<file path="config.mk">
export PLATFORM = sky130hd
export DESIGN_NAME = sdram_write_burst
export DESIGN_NICKNAME = d
export VERILOG_FILES = /design/src/rtl/sdram_write_burst.sv
export SDC_FILE = /design/constraint.sdc
export NUM_CORES = 1
export LEC_CHECK = 0
export ABC_CLOCK_PERIOD_IN_PS = 3000
export CAP_MARGIN = 20
export CELL_PAD_IN_SITES_DETAIL_PLACEMENT = 0
export CELL_PAD_IN_SITES_GLOBAL_PLACEMENT = 2
export CORE_ASPECT_RATIO = 0.7
export CORE_UTILIZATION = 33
export DETAILED_ROUTE_END_ITERATION = 12
export GPL_TIMING_DRIVEN = 0
export PLACE_DENSITY = 0.88
export SYNTH_ARGS = -nofsm -noshare
export SYNTH_HDL_FRONTEND = slang
export SYNTH_SLANG_ARGS = --single-unit
</file>
<file path="constraint.sdc">
create_clock -name S_CLK -period 3 [get_ports S_CLK]
set_input_delay 0.6 -clock S_CLK [delete_from_list [all_inputs] [get_ports S_CLK]]
set_output_delay 0.6 -clock S_CLK [all_outputs]
set_load 0.005 [all_outputs]
</file>
<file path="src/rtl/sdram_write_burst.sv">
// sdram_write_burst: PRECHARGE -> ACTIVE -> N back-to-back WRITE bursts in one
// row, then write recovery and a one-cycle ack. Timing, burst length and the
// address split are parameters; the burst count is a runtime input. A pending
// refresh (aref_req) cuts the sequence short at the next burst boundary.
//
// Optional build macro SDRAM_AUTO_PRECHARGE_EN: skip the explicit PRECHARGE,
// put A10=1 on the final WRITE and stretch recovery to T_WR+T_RP cycles.
//
// Every output is a flop. The command flops are loaded from the state that was
// current on the previous cycle, so each command appears one cycle after its
// state is entered (write_en sampled at edge 0 -> first command at edge 1).
module sdram_write_burst #(
    parameter int ROW_W     = 12,
    parameter int COL_W     = 8,
    parameter int BANK_W    = 2,
    parameter int BURST_LEN = 4,
    parameter int CNT_W     = 4,
    parameter int T_RP      = 2,
    parameter int T_RCD     = 2,
    parameter int T_WR      = 2
) (
    input  logic                          S_CLK,
    input  logic                          RST_N,
    input  logic                          write_en,
    input  logic [BANK_W+ROW_W+COL_W-1:0] sdram_addr,
    input  logic [CNT_W-1:0]              n_bursts,
    input  logic                          aref_req,
    output logic                          write_busy,
    output logic                          write_ack,
    output logic                          write_partial,
    output logic [CNT_W-1:0]              bursts_done,
    output logic                          fifo_rd_req,
    output logic [ROW_W-1:0]              write_addr,
    output logic [BANK_W-1:0]             write_ba,
    output logic [4:0]                    write_cmd
);

    // {CKE,CS_N,RAS_N,CAS_N,WE_N}
    localparam logic [4:0] CMD_NOP  = 5'b10111;
    localparam logic [4:0] CMD_PREC = 5'b10010;
    localparam logic [4:0] CMD_ACT  = 5'b10011;
    localparam logic [4:0] CMD_WR   = 5'b10100;

    // A10 alone: precharge-all / reset value of the A bus
    localparam logic [ROW_W-1:0] ADDR_A10 = ROW_W'(1024);

    localparam int TMR_W = 8;
`ifdef SDRAM_AUTO_PRECHARGE_EN
    localparam int WREC_CYC = T_WR + T_RP;
    // cycle inside WREC where an explicit precharge goes after an early stop
    localparam logic [TMR_W-1:0] WR_IDX = TMR_W'(T_WR);
`else
    localparam int WREC_CYC = T_WR;
`endif
    localparam logic [TMR_W-1:0] RP_LAST   = TMR_W'(T_RP - 1);
    localparam logic [TMR_W-1:0] RCD_LAST  = TMR_W'(T_RCD - 1);
    localparam logic [TMR_W-1:0] WREC_LAST = TMR_W'(WREC_CYC - 1);

    localparam int BEAT_W = (BURST_LEN > 1) ? $clog2(BURST_LEN) : 1;
    localparam logic [BEAT_W-1:0] BEAT_LAST = BEAT_W'(BURST_LEN - 1);

    typedef enum logic [2:0] {
        S_IDLE, S_PREC, S_ACT, S_WRITE, S_WREC, S_DONE
    } state_t;

    state_t state_q, state_d;

    // sequencing counters and latched request
    logic [TMR_W-1:0]  cnt_q, cnt_d;       // cycles spent in PREC/ACT/WREC
    logic [BEAT_W-1:0] beat_q, beat_d;     // beat index inside current burst
    logic [CNT_W-1:0]  burst_q, burst_d;   // bursts completed so far
    logic [CNT_W-1:0]  nb_q, nb_d;         // requested bursts, never 0
    logic [BANK_W-1:0] bank_q, bank_d;
    logic [ROW_W-1:0]  row_q, row_d;
    logic [COL_W-1:0]  col_q, col_d;       // column of the current burst
    logic              part_q, part_d;     // stopped early for refresh

    // output flops
    logic [4:0]        cmd_q, cmd_d;
    logic [ROW_W-1:0]  addr_q, addr_d;
    logic [BANK_W-1:0] ba_q, ba_d;
    logic              fifo_q, fifo_d;
    logic              ack_q, ack_d;
    logic              partial_q, partial_d;
    logic              busy_q, busy_d;
    logic [CNT_W-1:0]  done_q, done_d;

    logic last_burst;   // current burst is the last one by count
    logic at_bnd;       // current cycle is the last data beat of a burst
    logic stop;         // leave WRITE after this beat
    logic accept;

    assign accept     = (state_q == S_IDLE) && write_en;
    assign last_burst = (burst_q + CNT_W'(1)) == nb_q;
    assign at_bnd     = (state_q == S_WRITE) && (beat_q == BEAT_LAST);
    assign stop       = at_bnd && (last_burst || aref_req);

    // state register
    always_ff @(posedge S_CLK) begin
        if (!RST_N) state_q <= S_IDLE;
        else        state_q <= state_d;
    end

    // next-state logic
    always_comb begin
        state_d = state_q;
        case (state_q)
            S_IDLE: begin
                if (write_en) begin
`ifdef SDRAM_AUTO_PRECHARGE_EN
                    state_d = S_ACT;
`else
                    state_d = S_PREC;
`endif
                end
            end
            S_PREC:  if (cnt_q == RP_LAST)   state_d = S_ACT;
            S_ACT:   if (cnt_q == RCD_LAST)  state_d = S_WRITE;
            S_WRITE: if (stop)               state_d = S_WREC;
            S_WREC:  if (cnt_q == WREC_LAST) state_d = S_DONE;
            S_DONE:                          state_d = S_IDLE;
            default:                         state_d = S_IDLE;
        endcase
    end

    // counters, request latch and refresh-stop flag
    always_comb begin
        cnt_d   = (state_d != state_q) ? '0 : cnt_q + TMR_W'(1);
        beat_d  = '0;
        burst_d = burst_q;
        nb_d    = nb_q;
        bank_d  = bank_q;
        row_d   = row_q;
        col_d   = col_q;
        part_d  = part_q;
        if (accept) begin
            {bank_d, row_d, col_d} = sdram_addr;
            nb_d    = (n_bursts == '0) ? CNT_W'(1) : n_bursts;
            burst_d = '0;
            part_d  = 1'b0;
        end
        if (state_q == S_WRITE)
            beat_d = (beat_q == BEAT_LAST) ? '0 : beat_q + BEAT_W'(1);
        if (at_bnd) begin
            burst_d = burst_q + CNT_W'(1);
            // column wraps inside the row; row is never advanced
            col_d   = col_q + COL_W'(BURST_LEN);
            if (!last_burst && aref_req) part_d = 1'b1;
        end
    end

    // output decode, registered below
    always_comb begin
        cmd_d     = CMD_NOP;
        addr_d    = addr_q;
        ba_d      = ba_q;
        fifo_d    = 1'b0;
        ack_d     = 1'b0;
        partial_d = partial_q;
        done_d    = done_q;
        busy_d    = (state_q != S_IDLE);
        case (state_q)
            S_PREC: begin
                if (cnt_q == '0) begin
                    cmd_d  = CMD_PREC;
                    addr_d = ADDR_A10;
                end
            end
            S_ACT: begin
                if (cnt_q == '0) begin
                    cmd_d  = CMD_ACT;
                    addr_d = row_q;
                    ba_d   = bank_q;
                end
                // FIFO has one cycle of read latency: request ahead of WRITE
                if (cnt_q == RCD_LAST) fifo_d = 1'b1;
            end
            S_WRITE: begin
                if (beat_q == '0) begin
                    cmd_d              = CMD_WR;
                    addr_d             = '0;
                    addr_d[COL_W-1:0]  = col_q;
`ifdef SDRAM_AUTO_PRECHARGE_EN
                    addr_d[10]         = last_burst;
`endif
                end
                // keep strobing unless this is the final beat of the sequence
                fifo_d = (beat_q != BEAT_LAST) || (!last_burst && !aref_req);
            end
            S_WREC: begin
`ifdef SDRAM_AUTO_PRECHARGE_EN
                // an early stop left the row open: close it after tWR
                if (part_q && cnt_q == WR_IDX) begin
                    cmd_d  = CMD_PREC;
                    addr_d = ADDR_A10;
                end
`endif
            end
            S_DONE: begin
                ack_d     = 1'b1;
                partial_d = part_q;
                done_d    = burst_q;
            end
            default: ;
        endcase
    end

    // datapath and output registers
    always_ff @(posedge S_CLK) begin
        if (!RST_N) begin
            cnt_q     <= '0;
            beat_q    <= '0;
            burst_q   <= '0;
            nb_q      <= CNT_W'(1);
            bank_q    <= '0;
            row_q     <= '0;
            col_q     <= '0;
            part_q    <= 1'b0;
            cmd_q     <= CMD_NOP;
            addr_q    <= ADDR_A10;
            ba_q      <= '0;
            fifo_q    <= 1'b0;
            ack_q     <= 1'b0;
            partial_q <= 1'b0;
            busy_q    <= 1'b0;
            done_q    <= '0;
        end else begin
            cnt_q     <= cnt_d;
            beat_q    <= beat_d;
            burst_q   <= burst_d;
            nb_q      <= nb_d;
            bank_q    <= bank_d;
            row_q     <= row_d;
            col_q     <= col_d;
            part_q    <= part_d;
            cmd_q     <= cmd_d;
            addr_q    <= addr_d;
            ba_q      <= ba_d;
            fifo_q    <= fifo_d;
            ack_q     <= ack_d;
            partial_q <= partial_d;
            busy_q    <= busy_d;
            done_q    <= done_d;
        end
    end

    assign write_cmd     = cmd_q;
    assign write_addr    = addr_q;
    assign write_ba      = ba_q;
    assign fifo_rd_req   = fifo_q;
    assign write_ack     = ack_q;
    assign write_partial = partial_q;
    assign write_busy    = busy_q;
    assign bursts_done   = done_q;

endmodule

</file>
After elaboration in Yosys (flattened, before gate mapping)
Cells that the tools add are included.
W data, S select, Z words.
{"block": "op_classes", "eq_ne": 13, "n_mux": 25, "bitwise": 2, "addsub": 4, "n_reduce_logical": 20}
{"operator": "$mux W12", "count": 3}
{"operator": "$pmux W12 S3", "count": 1}
{"operator": "$mux W3", "count": 7}
{"operator": "$mux W8", "count": 2}
{"operator": "$pmux W3 S5", "count": 1}
{"operator": "$mux W4", "count": 3}
{"operator": "$pmux W3 S3", "count": 1}
{"operator": "$add A8 B1 Y8 const B", "count": 1}
{"operator": "$add A8 B3 Y8 const B", "count": 1}
{"operator": "$eq A8 B1 Y1 const B", "count": 1}
{"operator": "$logic_not A8 Y1", "count": 1}
{"operator": "$eq A3 B2 Y1 const B", "count": 2}
{"operator": "$eq A3 B3 Y1 const B", "count": 2}
{"operator": "$ne A2 B2 Y1 const B", "count": 3}
{"operator": "$reduce_bool A3 Y1", "count": 2}
{"operator": "$logic_and A1 B1 Y1", "count": 5}
{"operator": "$mux W1", "count": 5}
{"operator": "$add A4 B1 Y4 const B", "count": 1}
{"operator": "$eq A4 B4 Y1", "count": 1}
{"operator": "$logic_not A4 Y1", "count": 1}
{"operator": "$reduce_and A4 Y1", "count": 1}
{"operator": "$eq A3 B1 Y1 const B", "count": 1}
{"operator": "$logic_not A3 Y1", "count": 1}
{"operator": "$ne A3 B3 Y1", "count": 1}
{"operator": "other kinds (13)", "count": 16}
{"block": "totals", "out_inout_bits": 27, "wordCells": 81, "regBits": 71, "inputBits": 30}

Logic depth before layout (Yosys ltp)
Gate-level depths: netlist of the first run.
{"block": "depth", "depth_word": 8, "mapped_depth": 9}

Worst setup path after synthesis of the first run
OpenSTA, ideal clock, no wires.
{"block": "synth_timing", "path_kind": "reg2reg", "startpoint": "register cnt_q[5]", "endpoint": "register addr_q[6], in the netlist write_addr[6]", "path_stages_with_launch": 8, "arrival_time_ns": 1.842, "t_required_ns": 2.930, "slack_ns": 1.087, "setup_ns": 0.070, "n_path_buf": 2, "path_cell_list": "dfxtp_1 nor4_4 and3_1 buf_4 a22oi_4 buf_6 or4_1 a21oi_1"}
{"block": "synth_via", "elab_chain_cells": 3}
{"element": "start: declaration", "line": "69", "rtl": "logic [TMR_W-1:0] cnt_q, cnt_d;"}
{"element": "start signal: assignment", "line": "228", "rtl": "cnt_q <= cnt_d;"}
{"element": "$logic_not A8 Y1 *", "line": "164, 170"}
{"element": "$ne A2 B2 Y1 (no source line)"}
{"element": "$reduce_and A4 Y1 (no source line) *"}
{"element": "end signal: assignment", "line": "237", "rtl": "addr_q <= addr_d;"}
{"element": "end: declaration", "line": "80", "rtl": "logic [ROW_W-1:0] addr_q, addr_d;"}
Mark *: on every way between the ends. The rest lies on a longest branch, timed or not.
A chain may end at the register's enable or synchronous reset.

Final worst setup path of the first run
{"block": "layout_timing", "startpoint": "input write_en", "endpoint": "register col_q[7]"}
{"block": "layout_via", "elab_chain_cells": 2}
{"element": "start: declaration", "line": "24", "rtl": "input logic write_en,"}
{"element": "$logic_and A1 B1 Y1", "line": "93", "rtl": "assign accept = (state_q == S_IDLE) && write_en;"}
{"element": "$reduce_bool A2 Y1 (no source line)"}
{"element": "end signal: assignment", "line": "234", "rtl": "col_q <= col_d;"}
{"element": "end: declaration", "line": "75", "rtl": "logic [COL_W-1:0] col_q, col_d;"}
Every way passes these cells.

==> impl.org, run 1 <==
** Setup path
- The startpoint identified for the worst register-to-register timing path is state_q[0]$_SDFF_PN0_.
- STA classifies the critical path startpoint as a primary input.
- The endpoint identified for the worst register-to-register timing path is col_q[7]$_SDFFE_PN0P_.
- Setup slack on the worst reg-to-reg path comes out at 480 ps.
- Category of the most critical setup path :: primary input to register
- Data required time of the worst path :: 3200 ps
- Of all nets on the critical path, the largest fanout is 8.
- Sort of element at the end of the critical path :: register
- Data arrives at the worst endpoint at 2740 ps.
- The number of cells on the worst reg-to-reg path is 6.

** Clock tree
- Post-CTS sizing :: 0
- TritonCTS built the clock tree.
- Clock buffer count from CTS :: 9
- The H-tree generated during clock tree synthesis spans 3 levels.
- Clock tree sinks :: 69
- The tree is rooted in a sky130_fd_sc_hd__clkbuf_16.
- Clk pin slew, worst setup/hold paths :: 60 ps
- After clock tree synthesis, the setup repair step added 0 buffers.
- For the worst-skew pair, the clock arrives at the later sink with an insertion delay of 330 ps.
- Hold_buf cts :: 0
- Clk buf depth :: 2

** Global route
- Largest net degree at the start of global routing :: 13
- Global routing consumed, over all layers together, 18.33% of the routing resources.
- The via count of the first global-routing pass was 2658.
- The first global-routing pass estimated 13.92 mm of wire.
- Number of antenna violations at the first check in global routing :: 0
- The total overflow left after global routing is 0.

** Yosys
- Register area share after synthesis :: 44.50%
- In this run the mean area of a mapped cell was 8.552 sq um.
- The cell area that synthesis handed to floorplanning was 3104 sq um.
- Number of unique standard cell types used by synthesis :: 55
- Count of synthesis-stage warnings from yosys :: 0
- Top flip-flop cell by instance count after synthesis :: sky130_fd_sc_hd__dfxtp_1
- When the netlist entered floorplanning its net count stood at 400.
- Flop and latch count out of synthesis :: 69
- Share of flip-flops with an asynchronous set or reset after synthesis :: 0%
- Synthesis produced a netlist whose cell count is 363.
- Number of enable flip-flop cells after synthesis :: 0

** Floorplan
- The die is 117.9 um wide.
- Measured along the y axis, the die boundary spans 83.15 um.
- # IOs :: 57
- After floorplanning, the core was sized to cover 9107 sq um.
- In this run the core area contains 29 standard-cell rows.
- Die Outline Area :: 9805 sq um
- Once the floorplan was initialized, standard cells occupied 34.08% of the core.

** Hold path
- Worst hold path class :: register to register
- The startpoint identified for the worst hold timing path is row_q[2]$_SDFFE_PN0P_.
- End of the worst hold path :: row_q[2]$_SDFFE_PN0P_
- Along the worst hold path, the cell count comes to 2.

** Finish
- The area growth from synthesis to layout is 32.12%.
- Fillcell total :: 903
- Area taken by multi-input logic gates :: 1587 sq um
- At the end of the flow, the number of nets in the layout was 465.
- Once layout is done, the placed cells without fillers occupy 4101 sq um.
- 0 antenna diodes ended up in the layout.
- Top library cells by usage in the layout, fill and taps aside :: 69 x sky130_fd_sc_hd__dfxtp_1, 61 x sky130_fd_sc_hd__nand2_1, 54 x sky130_fd_sc_hd__clkdlybuf4s50_1
- Area of all sequential standard cells :: 1381 sq um
- Leaving out fill and tap cells, the most frequent cell in the layout is sky130_fd_sc_hd__dfxtp_1.
- Non-filler instance count after layout :: 557
- Proportion of layout cells with a drive suffix above 1 :: 6.236%

** Place
- At the end of routability-driven placement, the weighted congestion stood at 0.8431.
- Number of port buffers :: 54
- Post-detail-place hpwl :: 6.045 mm
- Placed instance area :: 3800 sq um
- Placed Cells incl. Taps :: 541

** Timing
- Final hold violations :: 0
- In the final timing run, aggregate negative setup slack is 0 ps.
- Remaining max-slew budget at the tightest pin :: 31.49%
- Setup repair after global routing missed its margin :: no
- Post-route fraction of the period consumed by the critical path :: 84.66%
- Final setup violating endpoints :: 0
- Slew at the pin closest to its max-slew limit :: 1028 ps
- Total count of max-transition violations in the final report :: 0
- The routed design could run at a clock period as short as 2540 ps.
- Hold slack final :: 451.3 ps
- For this run, the top clock speed supported by timing is 393.7 MHz.
- Across the routed clock network, the largest skew measured is 3.046 ps.

** Routing
- The detail route stage leaves a number of antenna-violating nets equal to 0.
- Using the TritonRoute via totals, the vias-per-cell ratio works out to 5.013.
- DRC violations left :: 0
- WL/cell :: 15.00 um
- Wires add up to 8.354 mm.
- Routed via count :: 2792
- The first routing iteration left 163 violations.
- Before antenna repair, the detailed router went through 4 iterations.

** Pwr
- Power per standard cell area :: 579.8 nW/um^2
- Across the VDD grid, the largest voltage drop is 0.2473 mV.
- The design draws 2378 uW.
- The analysis attributes to cell leakage a power of 0.001528 uW.

** Job
- Number of max-capacitance violations reported :: 0

** Run status
- Status :: finished, final reports clean
## critical path, cell delays in order
cell and delay (ps):
sky130_fd_sc_hd__clkdlybuf4s50_1 510, sky130_fd_sc_hd__nor4b_2 760, sky130_fd_sc_hd__nor2_1 330, sky130_fd_sc_hd__a21o_1 250, sky130_fd_sc_hd__a221oi_1 230, sky130_fd_sc_hd__nor2_1 60
## registers in the layout (all words and copies together), names as in the netlist
signal / flops
row_q: 12
write_addr: 12
cnt_q: 8
col_q: 8
burst_q: 4
bursts_done: 4
nb_q: 4
state_q: 3
write_cmd: 3
bank_q: 2
beat_q: 2
write_ba: 2
fifo_rd_req: 1
part_q: 1
write_ack: 1
write_busy: 1
write_partial: 1
## final cells by class
cell class | instances | share of cell area (%)
buffer | 23 | 2.593
clock buffer | 10 | 5.827
clock inverter | 6 | 1.525
inverter | 8 | 0.7322
multi-input combinational | 263 | 38.68
sequential | 69 | 33.68
tap | 124 | 3.783
timing repair buffer | 54 | 13.18
## cell usage after synthesis, drive strengths merged (2+ instances only)
cell type,count,area share (%)
dfxtp,69,44
nand2,61,7.4
a21oi,40,6.4
nor2,29,3.7
o21ai,16,2.6
clkbuf,15,1.8
nand3,14,2.3
mux2i,12,3.9
buf,8,1.6
inv,8,0.97
or4,8,1.9
xnor2,8,2.3
ha,7,2.8
nor3,7,1.1
and3,5,1.0
nor3b,4,0.97
a221oi,3,0.85
a22oi,3,1.2
a31oi,3,0.60
and2,3,0.60
or3,3,0.60
xor2,3,0.85
a211oi,2,0.48
a21o,2,0.48
and4b,2,0.64
conb,2,0.24
nand4,2,0.40
nand4b,2,0.56
nor4,2,0.89
o211ai,2,0.48
## how the worst max path moves through the flow
stage	startpoint	endpoint
floorplan	cnt_q[5]$_SDFF_PP0_	write_addr[6]$_SDFFE_PN0P_
global placement	write_en	col_q[7]$_SDFFE_PN0P_
detailed placement	write_en	col_q[7]$_SDFFE_PN0P_
CTS	write_en	col_q[7]$_SDFFE_PN0P_
global route	state_q[0]$_SDFF_PN0_	col_q[7]$_SDFFE_PN0P_
finish	write_en	col_q[7]$_SDFFE_PN0P_
## layer usage
metal  up-vias  wire length [um]  share of wire, %  global-route usage, %
met5         -                 0                 0                      0
met4         0               102               1.2                  6.294
met3         9               469               5.6                  4.670
met2        88              3375                40                  26.36
met1      1285              4406                53                  26.31
li1       1410                 -                 -                      -
## logic make-up (layout without fill, tap and decap cells)
logic type | after synthesis | after routing | synth area share [%]
other cells | 2 | 2 | 0.2419
xor+xnor | 12 | 12 | 3.870
flops | 69 | 69 | 44.50
mux | 13 | 13 | 4.232
simple gates | 147 | 147 | 23.46
buf+inv | 31 | 101 | 4.393
compound gates | 82 | 82 | 16.49
fa+ha+maj | 7 | 7 | 2.821
## power by group
part           total, uW  internal [uW]  leakage (uW)  switching [uW]
sequential           988            957      0.000561            30.6
clock               1060            662      0.000140             400
combinational        328            139      0.000826             189
## metrics by stage
stage                     worst slack (ps)  util, %
after CTS                            418.3    45.03
final                                460.2    45.03
after global routing                 204.5    45.03
after global placement               82.82    41.72
after detailed placement             92.20    41.72
after floorplan                       1087        -
Note: power is estimated with default switching activity, not from simulation.
==> run 2: changes to the inputs <==
Settings changed: ABC_CLOCK_PERIOD_IN_PS 3000 to 2600, CORE_UTILIZATION 33 to 31, PLACE_DENSITY 0.88 to 0.83.
Clock period 3 ns to 2.6 ns, I/O delays scaled along.
==> run 2 against run 1 <==
Register-to-register slack lost 230 ps. Core utilization shrank 2.7 points. Setup slack lost 210 ps. Cell count grew 0.54%. Non-clock buffer count is the same. Sequential power grew 15%. Sequential cell count is the same. Via count shrank 0.43%. Critical path depth is the same. Power grew 15%. Wire length grew 1.3%. Sequential share of layout area shrank 0.11 points. Critical path type is now register to register.
==> impl.org, run 2 (same netlist as run 1, synthesis figures left out) <==
** Timing
- Final setup violating endpoints :: 0
- Setup total negative slack on the finished layout was measured at 0 ps.
- For the pin with the worst max-slew slack, the measured transition is 1018 ps.
- Achievable frequency :: 424.7 MHz
- Post-route fraction of the period consumed by the critical path :: 90.57%
- Remaining max-slew budget at the tightest pin :: 32.15%
- Fin crit period :: 2355 ps
- The max-slew violation count came to 0.
- The final hold violation count was 0.
- Setup repair after global routing left no endpoint under its margin.
- For the final database, setup skew stands at 4.602 ps.

** Setup path
- Along the worst path, the maximum fanout reaches 8.
- Reg2Reg Launch Point :: burst_q[0]$_SDFFE_PN0P_
- Data required time of the worst path :: 2790 ps
- Depth of the worst register-to-register path :: 6
- Signal arrival time at the worst endpoint :: 2540 ps
- STA classifies the critical path startpoint as a register.
- Destination of the worst register-to-register timing path :: cnt_q[1]$_SDFF_PP0_
- The worst setup path is of the register to register kind.
- The worst setup path is captured at a register.
- Reg2reg setup slack :: 250 ps

** Finish
- N_diodes :: 0
- The filler cells instantiated in the layout total 1002.
- Fin util :: 42.33%
- Net count of the finished layout :: 465
- Most common cell after layout, fill and taps aside :: sky130_fd_sc_hd__dfxtp_1
- In the layout the commonest cells are 69 x sky130_fd_sc_hd__dfxtp_1, 61 x sky130_fd_sc_hd__nand2_1, 54 x sky130_fd_sc_hd__clkdlybuf4s50_1.
- Of the cells placed in the final design, the portion with a size suffix greater than 1 is 6.250%.
- Area overhead of the layout relative to synthesis :: 32.57%

** Pwr
- Sequential cells account for 41.5% of the total power.
- Combinational cells account for 13.9% of the total power.
- Internal :: 2052 uW
- Net Sw Power :: 691.6 uW
- Peak supply drop :: 0.2919 mV
- Switching Share :: 25.21%
- Summed over all cells, the static leakage comes to 0.001544 uW.
- Of the total power, the clock network draws 44.6%.
- Power per standard cell area :: 666.7 nW/um^2

** Floorplan
- The die is 85.73 um tall.
- Initial cell density of the core :: 31.93%
- Overall die width :: 121.6 um
- Number of standard-cell rows in the floorplan :: 30
- Die Outline Area :: 10420 sq um
- # IOs :: 57
- The region available for standard cell placement spans 9722 sq um.

** Global route
- Via count of the first global-routing pass :: 2669
- Entering global routing, the biggest net connects 12 pins.
- For this run, the total global-route usage over all layers was measured as 17.43%.
- The number of antenna violations at the first check in global routing came to 0.
- The first global-routing pass estimated 13.68 mm of wire.
- For this run the aggregate overflow at the end of global routing stands at 0.

** Routing
- For this run, the detailed router's first-pass iteration total came to 4.
- In this run, the number of DRC markers left after iteration 0 of detailed routing was 165.
- The final layout contains routed wiring with a total length of 8.461 mm.
- Dividing the detail-routed via count by the number of cells gives 4.964.
- For this run, design rule violations remaining after detail routing come to 0.
- In the final routed layout, each cell accounts on average for 15.11 um.
- The routed layout has 2780 vias.
- Post-detailed-route count of antenna-violating nets :: 0

** Clock tree
- In this run the clock root is driven by a sky130_fd_sc_hd__clkbuf_16.
- TritonCTS built the clock tree.
- Clock tree sinks :: 69
- Post-CTS setup buffers :: 0
- Clock tree synthesis inserted a total of 9 buffers.
- Clock insertion delay at the later pin of the skew report :: 330 ps
- Clock-pin slew was measured on the worst setup and hold paths at 60 ps.
- Count of H-tree levels built during CTS :: 3
- The longest clock path from root to sink contains 2 buffers.
- Buffers inserted to repair hold after CTS numbered 0.
- Post-CTS sizing :: 0

** Place
- Summed over all nets, the half-perimeter wirelength after detailed placement is 6.254 mm.
- Placer's final routability congestion estimate :: 0.8355
- Buffers placed on the I/O ports in this run total 54.

** Hold path
- The worst hold path belongs to the class register to register.
- Along the worst hold path, the cell count comes to 1.
- For hold timing, the worst endpoint is beat_q[0]$_SDFF_PP0_.
- In this run the most critical hold path is launched from beat_q[0]$_SDFF_PP0_.

** Run status
- Status :: finished, final reports clean

** Job
- Number of max-capacitance violations reported :: 0
run 2: cell types whose count changed in the layout (fill, tap and decap cells not counted), sizes merged:
| cell | change |
|---|---|
| buf | -1 |
| clkinvlp | -2 |
| clkbuf | +2 |
run 2: cell type report:
cell class,count,area (sq um),area share [%]
Multi-Input combinational cell,263,1595,38.77
Sequential cell,69,1381,33.57
Timing Repair Buffer,54,540.5,13.13
Clock buffer,11,252.7,6.142
Tap cell,128,160.2,3.892
Buffer,23,107.6,2.615
Clock inverter,4,47.55,1.155
Inverter,8,30.03,0.7297
run 2: critical path, cell delays in order (launching register included):
cell                       delay, ps
sky130_fd_sc_hd__dfxtp_1         470
sky130_fd_sc_hd__ha_1            310
sky130_fd_sc_hd__xor2_1          150
sky130_fd_sc_hd__nor3_1          290
sky130_fd_sc_hd__a21oi_1         240
sky130_fd_sc_hd__a311oi_2        640
sky130_fd_sc_hd__nor2_1          110
run 2: metal layers:
metal | vias up | routed length (um) | global-route usage, %
li1 | 1402 | - | -
met1 | 1289 | 4368 | 24.44
met2 | 80 | 3486 | 25.62
met3 | 9 | 510 | 5.851
met4 | 0 | 95 | 4.040
met5 | - | 0 | 0
run 2: how the worst max path moves through the flow:
stage / end / depth (start not counted) / slack [ps] / start
2_1_floorplan: write_addr[6]$_SDFFE_PN0P_ / 7 / 690 / cnt_q[5]$_SDFF_PP0_
3_3_place_gp: col_q[7]$_SDFFE_PN0P_ / 6 / -290 / write_en
3_5_place_dp: col_q[7]$_SDFFE_PN0P_ / 6 / -240 / write_en
4_1_cts: col_q[7]$_SDFFE_PN0P_ / 6 / 30 / state_q[0]$_SDFF_PN0_
5_1_grt: cnt_q[1]$_SDFF_PP0_ / 6 / 30 / cnt_q[0]$_SDFF_PP0_
6_report: cnt_q[1]$_SDFF_PP0_ / 6 / 250 / burst_q[0]$_SDFFE_PN0P_
run 2: stage by stage:
| stage | power (uW) | area (sq um) | setup WS [ps] | instances | hold WS, ps |
|---|---|---|---|---|---|
| 5_1_grt | 2871 | 4115 | 30.05 | 560 | 468.7 |
| 3_3_place_gp | 1536 | 3805 | -286.7 | 545 | 436.1 |
| 2_1_floorplan | 1390 | 3104 | 687.2 | 363 | 424.9 |
| 4_1_cts | 2773 | 4105 | 32.48 | 560 | 453.6 |
| 6_report | 2744 | 4115 | 245.2 | 560 | 447.6 |
| 3_5_place_dp | 1539 | 3805 | -241.2 | 545 | 445.0 |
run 2: power groups by stage:
stage	sequential (uW)	combinational (uW)	clock [uW]
CTS	1140	378	1260
floorplan	1150	237	0
detailed placement	1160	376	0
finish	1140	381	1220
global placement	1160	374	0
global route	1150	420	1300
